--- src/rtl/rst_seq_ctrl_if.sv ---
// Board-level reset sequencer bundle: restart inputs, per-channel ready in,
// per-channel resets and status out.
interface rst_seq_ctrl_if #(
    parameter int NUM_CH = 3
);
    logic              btn_n;
    logic              soft_rst_req;
    logic [NUM_CH-1:0] ch_ready;
    logic [NUM_CH-1:0] ch_rst_n;
    logic              all_done;
    logic              busy;
    logic [NUM_CH-1:0] timeout_err;
    logic [7:0]        cur_ch;
    logic [2:0]        state_dbg;

    modport master (
        output btn_n, soft_rst_req, ch_ready,
        input  ch_rst_n, all_done, busy, timeout_err, cur_ch, state_dbg
    );

    modport slave (
        input  btn_n, soft_rst_req, ch_ready,
        output ch_rst_n, all_done, busy, timeout_err, cur_ch, state_dbg
    );
endinterface

--- src/rtl/rst_seq_ctrl.sv ---
// Multi-channel reset sequencer: power-on hold, then per-channel release with a
// fixed gap and a ready handshake; restartable from a debounced button or soft request.
module rst_seq_ctrl #(
    parameter int NUM_CH         = 3,
    parameter int CNT_W          = 21,
    parameter int POR_CYCLES     = 1048576,
    parameter int HOLD_CYCLES    = 4096,
    parameter int STAGE_CYCLES   = 254,
    parameter int TIMEOUT_CYCLES = 1000000,
    parameter int DEB_CYCLES     = 65536
) (
    input  logic           clk_125,
    input  logic           rstn,
    rst_seq_ctrl_if.slave  bus
);

    localparam int CH_W = (NUM_CH > 1) ? $clog2(NUM_CH) : 1;

    localparam logic [CNT_W-1:0] POR_LAST     = CNT_W'(POR_CYCLES - 1);
    localparam logic [CNT_W-1:0] HOLD_LAST    = CNT_W'(HOLD_CYCLES - 1);
    localparam logic [CNT_W-1:0] STAGE_LAST   = CNT_W'(STAGE_CYCLES - 1);
    localparam logic [CNT_W-1:0] TIMEOUT_LAST = CNT_W'(TIMEOUT_CYCLES - 1);
    localparam logic [CNT_W-1:0] DEB_LAST     = CNT_W'(DEB_CYCLES - 1);
    localparam logic [CNT_W-1:0] CNT_ZERO     = {CNT_W{1'b0}};
    localparam logic [CNT_W-1:0] CNT_ONE      = CNT_W'(1);
    localparam logic [CNT_W-1:0] CNT_MAX      = {CNT_W{1'b1}};
    localparam logic [CH_W-1:0]  LAST_CH      = CH_W'(NUM_CH - 1);
    localparam logic [CH_W-1:0]  CH_ONE       = CH_W'(1);
    localparam logic [CH_W-1:0]  CH_ZERO      = {CH_W{1'b0}};

    if ((NUM_CH < 1) || (NUM_CH > 256)) begin : g_bad_num_ch
        $error("rst_seq_ctrl: NUM_CH must be in 1..256");
    end
    if ((64'(POR_CYCLES) > (64'd1 << CNT_W)) || (64'(HOLD_CYCLES) > (64'd1 << CNT_W)) ||
        (64'(STAGE_CYCLES) > (64'd1 << CNT_W)) || (64'(TIMEOUT_CYCLES) > (64'd1 << CNT_W)) ||
        (64'(DEB_CYCLES) > (64'd1 << CNT_W))) begin : g_bad_cycles
        $error("rst_seq_ctrl: a *_CYCLES value does not fit the CNT_W counter");
    end

    typedef enum logic [2:0] {
        ST_POR  = 3'd0,
        ST_HOLD = 3'd1,
        ST_GAP  = 3'd2,
        ST_WAIT = 3'd3,
        ST_DONE = 3'd4
    } state_t;

    state_t            state_r, state_nxt_s;
    logic [CNT_W-1:0]  cnt_r, cnt_nxt_s, cnt_inc_s;
    logic [CH_W-1:0]   cur_ch_r, cur_ch_nxt_s;
    logic [NUM_CH-1:0] ch_rst_n_r, ch_rst_n_nxt_s;
    logic [NUM_CH-1:0] timeout_err_r, timeout_err_nxt_s;
    logic              all_done_r, all_done_nxt_s;
    logic              busy_r;
    logic              btn_meta_r, btn_sync_r;
    logic [NUM_CH-1:0] rdy_meta_r, rdy_sync_r;
    logic [CNT_W-1:0]  deb_cnt_r, deb_cnt_nxt_s;
    logic              deb_low_r, deb_low_nxt_s;
    logic              btn_req_s;
    logic              restart_s;
    logic [7:0]        cur_ch_ext_s;

    // Two-flop synchronisers for the asynchronous button and ready inputs
    always_ff @(posedge clk_125 or negedge rstn) begin
        if (!rstn) begin
            btn_meta_r <= 1'b1;
            btn_sync_r <= 1'b1;
            rdy_meta_r <= {NUM_CH{1'b0}};
            rdy_sync_r <= {NUM_CH{1'b0}};
        end else begin
            btn_meta_r <= bus.btn_n;
            btn_sync_r <= btn_meta_r;
            rdy_meta_r <= bus.ch_ready;
            rdy_sync_r <= rdy_meta_r;
        end
    end

    // Debouncer: the debounced level flips only after DEB_CYCLES agreeing samples
    always_comb begin
        deb_cnt_nxt_s = deb_cnt_r;
        deb_low_nxt_s = deb_low_r;
        btn_req_s     = 1'b0;
        if ((!btn_sync_r) != deb_low_r) begin
            if (deb_cnt_r == DEB_LAST) begin
                deb_low_nxt_s = !btn_sync_r;
                deb_cnt_nxt_s = CNT_ZERO;
                btn_req_s     = !btn_sync_r;
            end else begin
                deb_cnt_nxt_s = deb_cnt_r + CNT_ONE;
            end
        end else begin
            deb_cnt_nxt_s = CNT_ZERO;
        end
    end

    // Debouncer state register
    always_ff @(posedge clk_125 or negedge rstn) begin
        if (!rstn) begin
            deb_cnt_r <= CNT_ZERO;
            deb_low_r <= 1'b0;
        end else begin
            deb_cnt_r <= deb_cnt_nxt_s;
            deb_low_r <= deb_low_nxt_s;
        end
    end

    assign restart_s = bus.soft_rst_req | btn_req_s;
    assign cnt_inc_s = (cnt_r == CNT_MAX) ? cnt_r : (cnt_r + CNT_ONE);

    // Sequencer next state and next registered outputs; a restart outranks WAIT completion
    always_comb begin
        state_nxt_s       = state_r;
        cnt_nxt_s         = cnt_inc_s;
        cur_ch_nxt_s      = cur_ch_r;
        ch_rst_n_nxt_s    = ch_rst_n_r;
        timeout_err_nxt_s = timeout_err_r;
        all_done_nxt_s    = all_done_r;
        if (restart_s && (state_r == ST_GAP || state_r == ST_WAIT || state_r == ST_DONE)) begin
            state_nxt_s       = ST_HOLD;
            cnt_nxt_s         = CNT_ZERO;
            cur_ch_nxt_s      = CH_ZERO;
            ch_rst_n_nxt_s    = {NUM_CH{1'b0}};
            timeout_err_nxt_s = {NUM_CH{1'b0}};
            all_done_nxt_s    = 1'b0;
        end else begin
            case (state_r)
                ST_POR: begin
                    if (cnt_r == POR_LAST) begin
                        state_nxt_s  = ST_GAP;
                        cnt_nxt_s    = CNT_ZERO;
                        cur_ch_nxt_s = CH_ZERO;
                    end else begin
                        state_nxt_s = ST_POR;
                    end
                end
                ST_HOLD: begin
                    if (cnt_r == HOLD_LAST) begin
                        state_nxt_s  = ST_GAP;
                        cnt_nxt_s    = CNT_ZERO;
                        cur_ch_nxt_s = CH_ZERO;
                    end else begin
                        state_nxt_s = ST_HOLD;
                    end
                end
                ST_GAP: begin
                    if (cnt_r == STAGE_LAST) begin
                        ch_rst_n_nxt_s[cur_ch_r] = 1'b1;
                        state_nxt_s              = ST_WAIT;
                        cnt_nxt_s                = CNT_ZERO;
                    end else begin
                        state_nxt_s = ST_GAP;
                    end
                end
                ST_WAIT: begin
                    if (rdy_sync_r[cur_ch_r] || (cnt_r == TIMEOUT_LAST)) begin
                        if (!rdy_sync_r[cur_ch_r]) begin
                            timeout_err_nxt_s[cur_ch_r] = 1'b1;
                        end else begin
                            timeout_err_nxt_s[cur_ch_r] = timeout_err_r[cur_ch_r];
                        end
                        if (cur_ch_r == LAST_CH) begin
                            state_nxt_s    = ST_DONE;
                            all_done_nxt_s = 1'b1;
                        end else begin
                            state_nxt_s  = ST_GAP;
                            cur_ch_nxt_s = cur_ch_r + CH_ONE;
                            cnt_nxt_s    = CNT_ZERO;
                        end
                    end else begin
                        state_nxt_s = ST_WAIT;
                    end
                end
                ST_DONE: begin
                    state_nxt_s = ST_DONE;
                end
                default: begin
                    state_nxt_s    = ST_POR;
                    cnt_nxt_s      = CNT_ZERO;
                    cur_ch_nxt_s   = CH_ZERO;
                    ch_rst_n_nxt_s = {NUM_CH{1'b0}};
                    all_done_nxt_s = 1'b0;
                end
            endcase
        end
    end

    // Sequencer state and registered outputs
    always_ff @(posedge clk_125 or negedge rstn) begin
        if (!rstn) begin
            state_r       <= ST_POR;
            cnt_r         <= CNT_ZERO;
            cur_ch_r      <= CH_ZERO;
            ch_rst_n_r    <= {NUM_CH{1'b0}};
            timeout_err_r <= {NUM_CH{1'b0}};
            all_done_r    <= 1'b0;
            busy_r        <= 1'b1;
        end else begin
            state_r       <= state_nxt_s;
            cnt_r         <= cnt_nxt_s;
            cur_ch_r      <= cur_ch_nxt_s;
            ch_rst_n_r    <= ch_rst_n_nxt_s;
            timeout_err_r <= timeout_err_nxt_s;
            all_done_r    <= all_done_nxt_s;
            busy_r        <= (state_nxt_s != ST_DONE);
        end
    end

    // Zero-extend the channel index onto the fixed 8-bit debug port
    always_comb begin
        cur_ch_ext_s               = 8'd0;
        cur_ch_ext_s[CH_W-1:0]     = cur_ch_r;
    end

    assign bus.ch_rst_n    = ch_rst_n_r;
    assign bus.all_done    = all_done_r;
    assign bus.busy        = busy_r;
    assign bus.timeout_err = timeout_err_r;
    assign bus.cur_ch      = cur_ch_ext_s;
    assign bus.state_dbg   = state_r;

endmodule

--- src/flat_wrapper.sv ---
// flat-port wrapper written by rule: the top's interface ports become plain ports
module rst_seq_ctrl_flat 
#(
    parameter int NUM_CH         = 3,
    parameter int CNT_W          = 21,
    parameter int POR_CYCLES     = 1048576,
    parameter int HOLD_CYCLES    = 4096,
    parameter int STAGE_CYCLES   = 254,
    parameter int TIMEOUT_CYCLES = 1000000,
    parameter int DEB_CYCLES     = 65536
)
  (clk_125, rstn, bus_btn_n, bus_soft_rst_req, bus_ch_ready, bus_ch_rst_n, bus_all_done, bus_busy, bus_timeout_err, bus_cur_ch, bus_state_dbg);
  rst_seq_ctrl_if #(.NUM_CH(NUM_CH)) bus_i ();
  input  logic clk_125;
  input  logic rstn;
  input wire logic [$bits(bus_i.btn_n)-1:0] bus_btn_n;
  input wire logic [$bits(bus_i.soft_rst_req)-1:0] bus_soft_rst_req;
  input wire logic [$bits(bus_i.ch_ready)-1:0] bus_ch_ready;
  output wire logic [$bits(bus_i.ch_rst_n)-1:0] bus_ch_rst_n;
  output wire logic [$bits(bus_i.all_done)-1:0] bus_all_done;
  output wire logic [$bits(bus_i.busy)-1:0] bus_busy;
  output wire logic [$bits(bus_i.timeout_err)-1:0] bus_timeout_err;
  output wire logic [$bits(bus_i.cur_ch)-1:0] bus_cur_ch;
  output wire logic [$bits(bus_i.state_dbg)-1:0] bus_state_dbg;
  assign bus_i.btn_n = bus_btn_n;
  assign bus_i.soft_rst_req = bus_soft_rst_req;
  assign bus_i.ch_ready = bus_ch_ready;
  assign bus_ch_rst_n = bus_i.ch_rst_n;
  assign bus_all_done = bus_i.all_done;
  assign bus_busy = bus_i.busy;
  assign bus_timeout_err = bus_i.timeout_err;
  assign bus_cur_ch = bus_i.cur_ch;
  assign bus_state_dbg = bus_i.state_dbg;
  rst_seq_ctrl #(.NUM_CH(NUM_CH), .CNT_W(CNT_W), .POR_CYCLES(POR_CYCLES), .HOLD_CYCLES(HOLD_CYCLES), .STAGE_CYCLES(STAGE_CYCLES), .TIMEOUT_CYCLES(TIMEOUT_CYCLES), .DEB_CYCLES(DEB_CYCLES)) u_core (.clk_125(clk_125), .rstn(rstn), .bus(bus_i));
endmodule
--- config.mk ---
export PLATFORM = sky130hd
export DESIGN_NAME = rst_seq_ctrl_flat
export DESIGN_NICKNAME = d
export VERILOG_FILES = /design/src/rtl/rst_seq_ctrl_if.sv /design/src/rtl/rst_seq_ctrl.sv /design/src/flat_wrapper.sv
export SDC_FILE = /design/constraint.sdc
export NUM_CORES = 1
export LEC_CHECK = 0
export BUFFER_PORTS_ARGS = -buffer_cell sky130_fd_sc_hd__buf_2
export CORE_MARGIN = 2
export CORE_UTILIZATION = 55
export DETAILED_ROUTE_END_ITERATION = 8
export GPL_TIMING_DRIVEN = 0
export PLACE_DENSITY = 0.84
export RECOVER_POWER = 100
export SLEW_MARGIN = 5
export SYNTH_ARGS = -nofsm -noshare
export SYNTH_HDL_FRONTEND = slang
export SYNTH_SLANG_ARGS = --single-unit
--- constraint.sdc ---
create_clock -name clk_125 -period 4.9 [get_ports clk_125]
set_input_delay 0.245 -clock clk_125 [delete_from_list [all_inputs] [get_ports clk_125]]
set_output_delay 0.245 -clock clk_125 [all_outputs]
set_load 0.01 [all_outputs]
# --- Yosys cells after proc, flatten, opt, wreduce, memory -nomap -nowiden ---
# Index checks and enable logic that the tools add are counted.
classes:
  n_addsub: 3
  n_lt_le_gt_ge: 2
  eq_ne: 22
  n_mux: 43
  bitwise_logic: 3
  reduce_logical: 17
ops:
  columns: ["op", "n"]
  rows:
  - ["$mux 21", 9]
  - ["$pmux 21 s5", 1]
  - ["$add 21x1->21 const B", 2]
  - ["$eq 21x20->1 const B", 2]
  - ["$mux 3", 9]
  - ["$eq 21x12->1 const B", 1]
  - ["$eq 21x16->1 const B", 1]
  - ["$eq 21x21->1 const B", 1]
  - ["$eq 21x8->1 const B", 1]
  - ["$ne 3x3->1 const B", 5]
  - ["$pmux 3 s5", 1]
  - ["$mux 2", 7]
  - ["$mux 1", 9]
  - ["$pmux 2 s4", 1]
  - ["$reduce_or 4->1", 2]
  - ["$eq 3x2->1 const B", 2]
  - ["$ne 2x1->1 const B", 3]
  - ["$ne 3x1->1 const B", 2]
  - ["$or 3x3->3", 2]
  - ["$pmux 3 s2", 1]
  - ["$reduce_and 2->1", 3]
  - ["$reduce_and 5->1", 1]
  - ["$bmux 1 s2", 2]
  - ["$reduce_bool 2->1", 2]
  - ["17 further kinds", 20]
word_totals:
  register_bits: 64
  inputBits: 7
  output_inout_bits: 19
  elab_cells: 103

# --- Longest topological paths before layout ---
# Gate-level depths: netlist of the first run.
depth:
  word_depth: 9
  mapped_depth: 8
  mapped_depth_nobuf: 7

# --- Worst setup path before layout of the first run ---
# OpenSTA, ideal clock, no wires.
synth_path:
  path_type: "register to register"
  startpoint: "register u_core.cnt_r[0]"
  endpoint: "register u_core.cnt_r[1]"
  setup_time_ps: 135
  t_arrival_ps: 1910
  required_ps: 4765
  setup_slack_ps: 2855
  stages_incl_launch_ff: 9
  path_buffers: 1
  synth_period_minus_slack_ps: 2045
  path_cell_list: "dfrtp_1 > ha_1 > inv_1 > nor4_4 > nand3_1 > o21a_1 > o31ai_2 > buf_4 > a211oi_1"
synth_via:
  elab_chain_len: 6
  elab_cells_between_ends: 15
  classes_between: "add/sub (1); eq/ne (5); mux (8); reduce/logical (1)"
synth_lines:
  columns: ["element", "line", "text"]
  rows:
  - ["start, declared", "rst_seq_ctrl.sv:49", "logic [CNT_W-1:0] cnt_r, cnt_nxt_s, cnt_inc_s;"]
  - ["start signal, assigned", "rst_seq_ctrl.sv:199", "cnt_r <= cnt_nxt_s;"]
  - ["$add 21x1->21 or $eq 21x21->1 (tied branches)", "rst_seq_ctrl.sv:108", "assign cnt_inc_s = (cnt_r == CNT_MAX) ? cnt_r : (cnt_r + CNT_ONE);"]
  - ["$mux 21", "rst_seq_ctrl.sv:108", null]
  - ["$mux 21", "rst_seq_ctrl.sv:161", "if (cur_ch_r == LAST_CH) begin"]
  - ["$mux 21", "rst_seq_ctrl.sv:155", "if (rdy_sync_r[cur_ch_r] || (cnt_r == TIMEOUT_LAST)) begin"]
  - ["$pmux 21 s5 *", "rst_seq_ctrl.sv:126", "case (state_r)"]
  - ["$mux 21 *", "rst_seq_ctrl.sv:118", "if (restart_s && (state_r == ST_GAP || state_r == ST_WAIT || state_r == ST_DONE)) begin"]
  - ["via u_core.cnt_nxt_s[1]", "rst_seq_ctrl.sv:49", null]
# The timed path passes the listed nets; every way through them passes the cells marked *.
# A chain may end at the register's enable or synchronous reset.

# --- Worst setup path in the final report of the first run ---
layout_path:
  startpoint: "register u_core.deb_cnt_r[0]"
  endpoint: "register u_core.cur_ch_r[0]"
layout_via:
  elab_chain_len: 7
  elab_cells_between_ends: 12
  classes_between: "eq/ne (6); mux (3); bitwise (1); reduce/logical (2)"
layout_lines:
  columns: ["element", "line", "text"]
  rows:
  - ["start, declared", "rst_seq_ctrl.sv:57", "logic [CNT_W-1:0] deb_cnt_r, deb_cnt_nxt_s;"]
  - ["start signal, assigned", "rst_seq_ctrl.sv:102", "deb_cnt_r <= deb_cnt_nxt_s;"]
  - ["$eq 21x16->1 *", "rst_seq_ctrl.sv:84", "if (deb_cnt_r == DEB_LAST) begin"]
  - ["$mux 1 *", "rst_seq_ctrl.sv:84", null]
  - ["$mux 1 *", "rst_seq_ctrl.sv:83", "if ((!btn_sync_r) != deb_low_r) begin"]
  - ["$or 1x1->1 *", "rst_seq_ctrl.sv:107", "assign restart_s = bus.soft_rst_req | btn_req_s;"]
  - ["$logic_and 1x1->1 *", "rst_seq_ctrl.sv:118", null]
  - ["$ne 3x3->1 (no source line), or another cell as far along", null, null]
  - ["$reduce_and 5->1 (no source line)", null, null]
  - ["end signal, assigned", "rst_seq_ctrl.sv:200", "cur_ch_r <= cur_ch_nxt_s;"]
  - ["end, declared", "rst_seq_ctrl.sv:50", "logic [CH_W-1:0] cur_ch_r, cur_ch_nxt_s;"]
# Mark *: on every way between the ends. The rest lies on a longest branch, timed or not.

==> impl_metrics.toml, run 1 <==
[floorplanning]
die_w_um = 81.8
fp.dieH_um = 81.8
start_util_pct = 56.6
dieArea_um2 = 6690
coreArea_um2 = 5890
io_pins = 26
fp-row-count = 28

[sta]
rsz0062_at_grt = "false"
max_slew.worst_pin.slew_ns = 3.24
drv_slew = 65
fin_skew_ns = 0.0153
fmax_mhz = 314
setup_viol = 0
finalCritPeriodShare_pct = 65.0
fin_crit_ns = 3.18
setup_ws_ns = 1.72
hold_viol = 0
setup_tns_ns = 0
slew_headroom_pct = -116

[cells_and_area]
fin_cells = 459
fin_nets = 392
antenna_cells_inserted = 0
layout_commonest_cell = "dfrtp_1"
area_growth_syn_to_layout_pct = 11.0
drive_above_1_share_pct = 11.2
final_cell_mix = "dfrtp_1, nor2_1, nand2_1"
fill_cells = 509

[yosys]
synthesis.area_um2 = 3330
ys_ff_latch = 64
synth_cell_type_count = 57
yosys.area.top_type = "dfrtp_1"
synth_top_area_share_pct = 45.8
syn-mean-instance-area_um2 = 9.80
synth_seq_area_share_pct = 48.2
synth-main-ff-cell = "dfrtp_1"
synth_edf_count = 0
yosysWarnings = 0
synth-async-reset-ratio_pct = 100
synth.area.top_cells = "dfrtp_1, nor2_1, xnor2_1"
postSynthCellCount = 340

[clock_network]
cts_max_level = 3
holdBufCountCts = 2
cts.sinks = 64
cts_buffers = 9
clk_latency_ns = 0.34
cts_resized = 0
cts_setup_buffers = 0
path_clk_slew_ns = 0.08
cts_tree = "yes"
root_buffer = "clkbuf_8"
max-clock-path-buffers = 2

[pwr]
sequentialPowerShare_pct = 44.8
p_int_w = 0.000894
power_density_nw_per_um2 = 368
leakage_nw = 1.59
p_sw_share_pct = 34.4
p_sw_w = 0.000469
pwr-share-comb_pct = 24.8
peakVddDrop_uv = 229
p_clk_share_pct = 30.4

[placement]
pre_cts_slack_ns = 2.54
hpwl_um = 4470
gp_congestion = 0.855
dp_cells = 439
numPortBuffers = 19

[routing]
via_count = 2575
detail_route.wirelength_um = 6470
wl_per_cell_um = 14.1
dr.pass1.iters = 4
ant_nets = 0
drtIter0Drc = 140
viasPerCell = 5.61
drc_errors = 0

[critical_path]
crit_fanout = 7
critPathTopFamily = "compound AO/OA/AOI/OAI gates"
path_cells = "ha_1 -> and3_1 -> nand4_1 -> o31ai_1 -> o21ai_0 -> and2_0 -> mux2_1"
worstPathRequired_ns = 5.13
crit_path_start_kind = "flop"
cp_num_buf_inv = 0
cpPeakStageDelay_ns = 0.86
worstPathArrival_ns = 3.41
path_class = "reg2reg"
end_kind = "flop"
critPathSlowestCell = "o31ai_1"

[status]
run_status = "finished with violations"
violations = "capacitance limit, slew limit"

[grt]
grt_pass1_vias = 2511
antenna_found_initial = 0
grt_max_degree = 65
grt_pass1_wl_um = 11000
grt_overflow = 0
grt_use_total_pct = 21.7

[job]
cap_viol_max_count = 1

[hold_path]
hold_class = "reg2reg"
## worst register-to-register path: stages (launching register included)
cell and delay, ns:
dfrtp_1 0.39, ha_1 0.19, and3_1 0.24, nand4_1 0.24, o31ai_1 0.86, o21ai_0 0.55
and2_0 0.31, mux2_1 0.29
## power by group through the flow
stage	sequential [W]	clock, W	combinational (W)
after floorplan	0.000616	0	0.000262
after global placement	0.000616	0	0.000352
after detailed placement	0.000618	0	0.000361
after CTS	0.000609	0.000421	0.000366
after global routing	0.000615	0.000444	0.000382
final	0.000610	0.000415	0.000338
## final cells by class
class | count | area, um^2 | share of cell area [%]
sequential | 64 | 1610 | 43.4
multi-input combinational | 257 | 1580 | 42.8
clock buffer | 12 | 155 | 4.20
timing repair buffer | 23 | 118 | 3.18
tap | 75 | 93.8 | 2.54
buffer | 14 | 76.3 | 2.06
inverter | 10 | 37.5 | 1.02
clock inverter | 4 | 28.8 | 0.778
## final timing paths
check                                      from                        end  slack, ns  cells after the start
max                         u_core.deb_cnt_r[0]         u_core.cur_ch_r[0]       1.72                      7
min                        u_core.rdy_meta_r[1]       u_core.rdy_sync_r[1]       0.34                      0
max reg2reg                 u_core.deb_cnt_r[0]         u_core.cur_ch_r[0]       1.72                      7
min reg2reg                u_core.rdy_meta_r[1]       u_core.rdy_sync_r[1]       0.34                      0
max in group asynchronous                  rstn            u_core.cnt_r[4]       2.08                      1
min in group asynchronous                  rstn  u_core.bus.timeout_err[1]       0.97                      1
## layer usage
| metal | vias to the layer above | part of all wire [%] | track usage (%) |
|---|---|---|---|
| li1 | 1251 | - | - |
| met1 | 1263 | 45 | 26.7 |
| met2 | 51 | 49 | 36.3 |
| met3 | 10 | 4.0 | 5.82 |
| met4 | 0 | 1.4 | 8.50 |
| met5 | - | 0 | 0 |
## kinds of logic after synthesis
family	count (synthesis)	share of synthesized area (%)
multiplexers	4	1.39
AND/OR/NAND/NOR	172	26.9
XOR/XNOR	37	9.73
other	1	0.113
adder cells (fa/ha/maj)	6	2.25
AO/OA/AOI/OAI	32	7.74
flip-flops	64	48.2
buffers and inverters	24	3.72
## state kept, by name, summed over array words and instances (netlist names)
signal                  flops
u_core.bus.all_done         1
u_core.cur_ch_r             2
u_core.cnt_r               21
u_core.btn_meta_r           1
u_core.bus.busy             1
u_core.bus.ch_rst_n         3
u_core.btn_sync_r           1
u_core.deb_low_r            1
u_core.deb_cnt_r           21
u_core.rdy_meta_r           3
u_core.bus.timeout_err      3
u_core.bus.state_dbg        3
u_core.rdy_sync_r           3
## synthesized netlist by cell type, types with 2 or more instances
cell type   n
dfstp_2     3
a21oi_1     3
and2_1      4
nor3_1     13
o21ai_0     7
dfrtp_1    61
and3_1      5
inv_1      10
buf_2       3
nand3_1    24
buf_4       8
xnor2_1    20
xor2_1     17
and2_0      2
nor4_1      4
and4_1      5
nand2_1    26
ha_1        6
or2_2       2
o31ai_2     2
mux2i_1     2
clkbuf_1    3
a22o_1      4
nand4_1    13
nor2b_1     3
o311ai_0    2
and3_2      2
nor2_1     57
## stage by stage
step	hold WS (ns)	power, W	cell area, um^2	utilization, %
floorplan	-0.0506	0.000879	3350	-
global placement	0.333	0.000967	3540	60.1
detailed placement	0.336	0.000980	3540	60.2
CTS	0.000418	0.00140	3740	63.6
global route	0.361	0.00144	3700	62.8
finish	0.341	0.00136	3700	62.8
(Power assumes the default switching activity.)
==> inputs of run 2 (changes only) <==
==> constraint.sdc (replaced) <==
create_clock -name clk_125 -period 3.2 [get_ports clk_125]
set_input_delay 0.16 -clock clk_125 [delete_from_list [all_inputs] [get_ports clk_125]]
set_output_delay 0.16 -clock clk_125 [all_outputs]
set_load 0.01 [all_outputs]
==> run 2 against run 1 <==
The run still ends with capacitance limit, slew limit left. First-iteration DRC count is 2.1% higher. Via count is 0.23% higher. Sequential share of layout area is 0.26 points lower. Register-to-register slack worse by 1.2 ns. Critical path depth is 1 lower. Combinational power is 57% higher.
==> impl_metrics.toml, run 2 (synthesis results as in run 1) <==
[status]
run_status = "finished with violations"
violations = "capacitance limit, slew limit"

[clock_network]
cts_max_level = 3
cts_buffers = 9
root_buffer = "clkbuf_8"
clk_latency_ns = 0.35
cts.sinks = 64
cts_tree = "yes"
cts_resized = 0
path_clk_slew_ns = 0.08
max-clock-path-buffers = 2
cts_setup_buffers = 0

[pwr]
leakage_nw = 1.61
peakVddDrop_uv = 295
sequentialPowerShare_pct = 44.5
pwr-share-comb_pct = 25.3
power_density_nw_per_um2 = 564
p_int_w = 0.00138
power_w = 0.00210
p_sw_w = 0.000719
p_sw_share_pct = 34.3
p_clk_share_pct = 30.2

[cells_and_area]
fin_cells = 460
area_growth_syn_to_layout_pct = 11.7
antenna_cells_inserted = 0
reg_top3 = "u_core.cnt_r: 21 flops, u_core.deb_cnt_r: 21 flops"
drive_above_1_share_pct = 11.7
stdcell_area_um2 = 3720
final_util_pct = 63.2
final_cell_mix = "dfrtp_1, nor2_1, nand2_1"
fin_nets = 393
layout_commonest_cell = "dfrtp_1"

[grt]
grt_overflow = 0
grt_pass1_vias = 2520
grt_pass1_wl_um = 11100
grt_use_total_pct = 21.8
grt_max_degree = 65
antenna_found_initial = 0

[sta]
setup_viol = 0
fmax_mhz = 376
hold_viol = 0
finalCritPeriodShare_pct = 83.1
setup_tns_ns = 0
max_slew.worst_pin.slew_ns = 1.52
fin_skew_ns = 0.0145
drv_slew = 65
slew_headroom_pct = -1.47
fin_crit_ns = 2.66
rsz0062_at_grt = "false"

[placement]
hpwl_um = 4470
numPortBuffers = 19
gp_congestion = 0.855
dp_cells = 439
postPlaceCellArea_um2 = 3540

[floorplanning]
io_pins = 26
die_w_um = 81.8
fp-row-count = 28
coreArea_um2 = 5890
fp.dieH_um = 81.8
dieArea_um2 = 6690
start_util_pct = 56.6

[critical_path]
cp_num_buf_inv = 0
path_cells = "nor4_2 -> nand4_1 -> o21ai_0 -> nor2b_1 -> o2111ai_1 -> mux2_4"
worstPathRequired_ns = 3.43
end_kind = "flop"
worstPathArrival_ns = 2.89
crit_path_start_kind = "flop"
critPathSlowestCell = "o21ai_0"
cpPeakStageDelay_ns = 0.73
critPathTopFamily = "compound AO/OA/AOI/OAI gates"
path_class = "reg2reg"
crit_fanout = 7

[routing]
drc_errors = 0
viasPerCell = 5.61
detail_route.wirelength_um = 6550
via_count = 2581
ant_nets = 0
dr.pass1.iters = 4
drtIter0Drc = 143
wl_per_cell_um = 14.2

[job]
cap_viol_max_count = 1

[hold_path]
hold_class = "in2reg"
## run 2: layout make-up
class	count	area, um^2
fillers	509	2170
plain buffers	14	80.1
flip-flops and latches	64	1610
inverters	10	37.5
repair buffers	24	129
multi-input cells	257	1590
clock inverters	4	28.8
clock buffers	12	155
well taps	75	93.8
## run 2: layer usage
layer / GRT usage (%) / wire length (um) / up-vias / share of wire [%]
met1: 27.0 / 3030 / 1276 / 46
met3: 5.82 / 235 / 9 / 3.6
met4: 8.50 / 91 / 0 / 1.4
li1: - / - / 1253 / -
met2: 36.4 / 3190 / 43 / 49
met5: 0 / 0 / - / 0
## run 2: tightest hold or removal path, stage by stage
cell and delay [ns]:
buf_2 0.08, inv_1 0.06, o31ai_4 0.11, a21o_2 0.12
## run 2: path summary, 6_finish.rpt
kind | startpoint | end | slack, ns | depth (start not counted)
worst max-delay path | u_core.cnt_r[12] | u_core.cur_ch_r[0] | 0.54 | 6
worst min register to register | u_core.rdy_meta_r[1] | u_core.rdy_sync_r[1] | 0.34 | 0
max in group asynchronous | rstn | u_core.deb_cnt_r[4] | 1.56 | 2
worst min-delay path | bus_soft_rst_req | u_core.bus.busy | 0.21 | 4
min in group asynchronous | rstn | u_core.cur_ch_r[0] | 0.73 | 2
worst max register to register | u_core.cnt_r[12] | u_core.cur_ch_r[0] | 0.54 | 6
## run 2: power groups by stage
stage / sequential, W / combinational [W] / clock [W]
after detailed placement: 0.000947 / 0.000553 / 0
after CTS: 0.000932 / 0.000563 / 0.000645
final: 0.000935 / 0.000530 / 0.000634
after global routing: 0.000942 / 0.000599 / 0.000680
after floorplan: 0.000944 / 0.000402 / 0
after global placement: 0.000943 / 0.000538 / 0
## run 2: what timing repair did
item / CTS / global route
setup endpoints to repair: 0 / 0
hold endpoints to repair: 65 / 0
hold buffers: 5 / 0
## run 2: per-stage QoR
step	hold WS (ns)	setup slack, ns
global route	0.205	0.363
CTS	0.198	0.829
detailed placement	0.266	0.844
floorplan	-0.136	1.15
global placement	0.265	0.854
finish	0.214	0.540
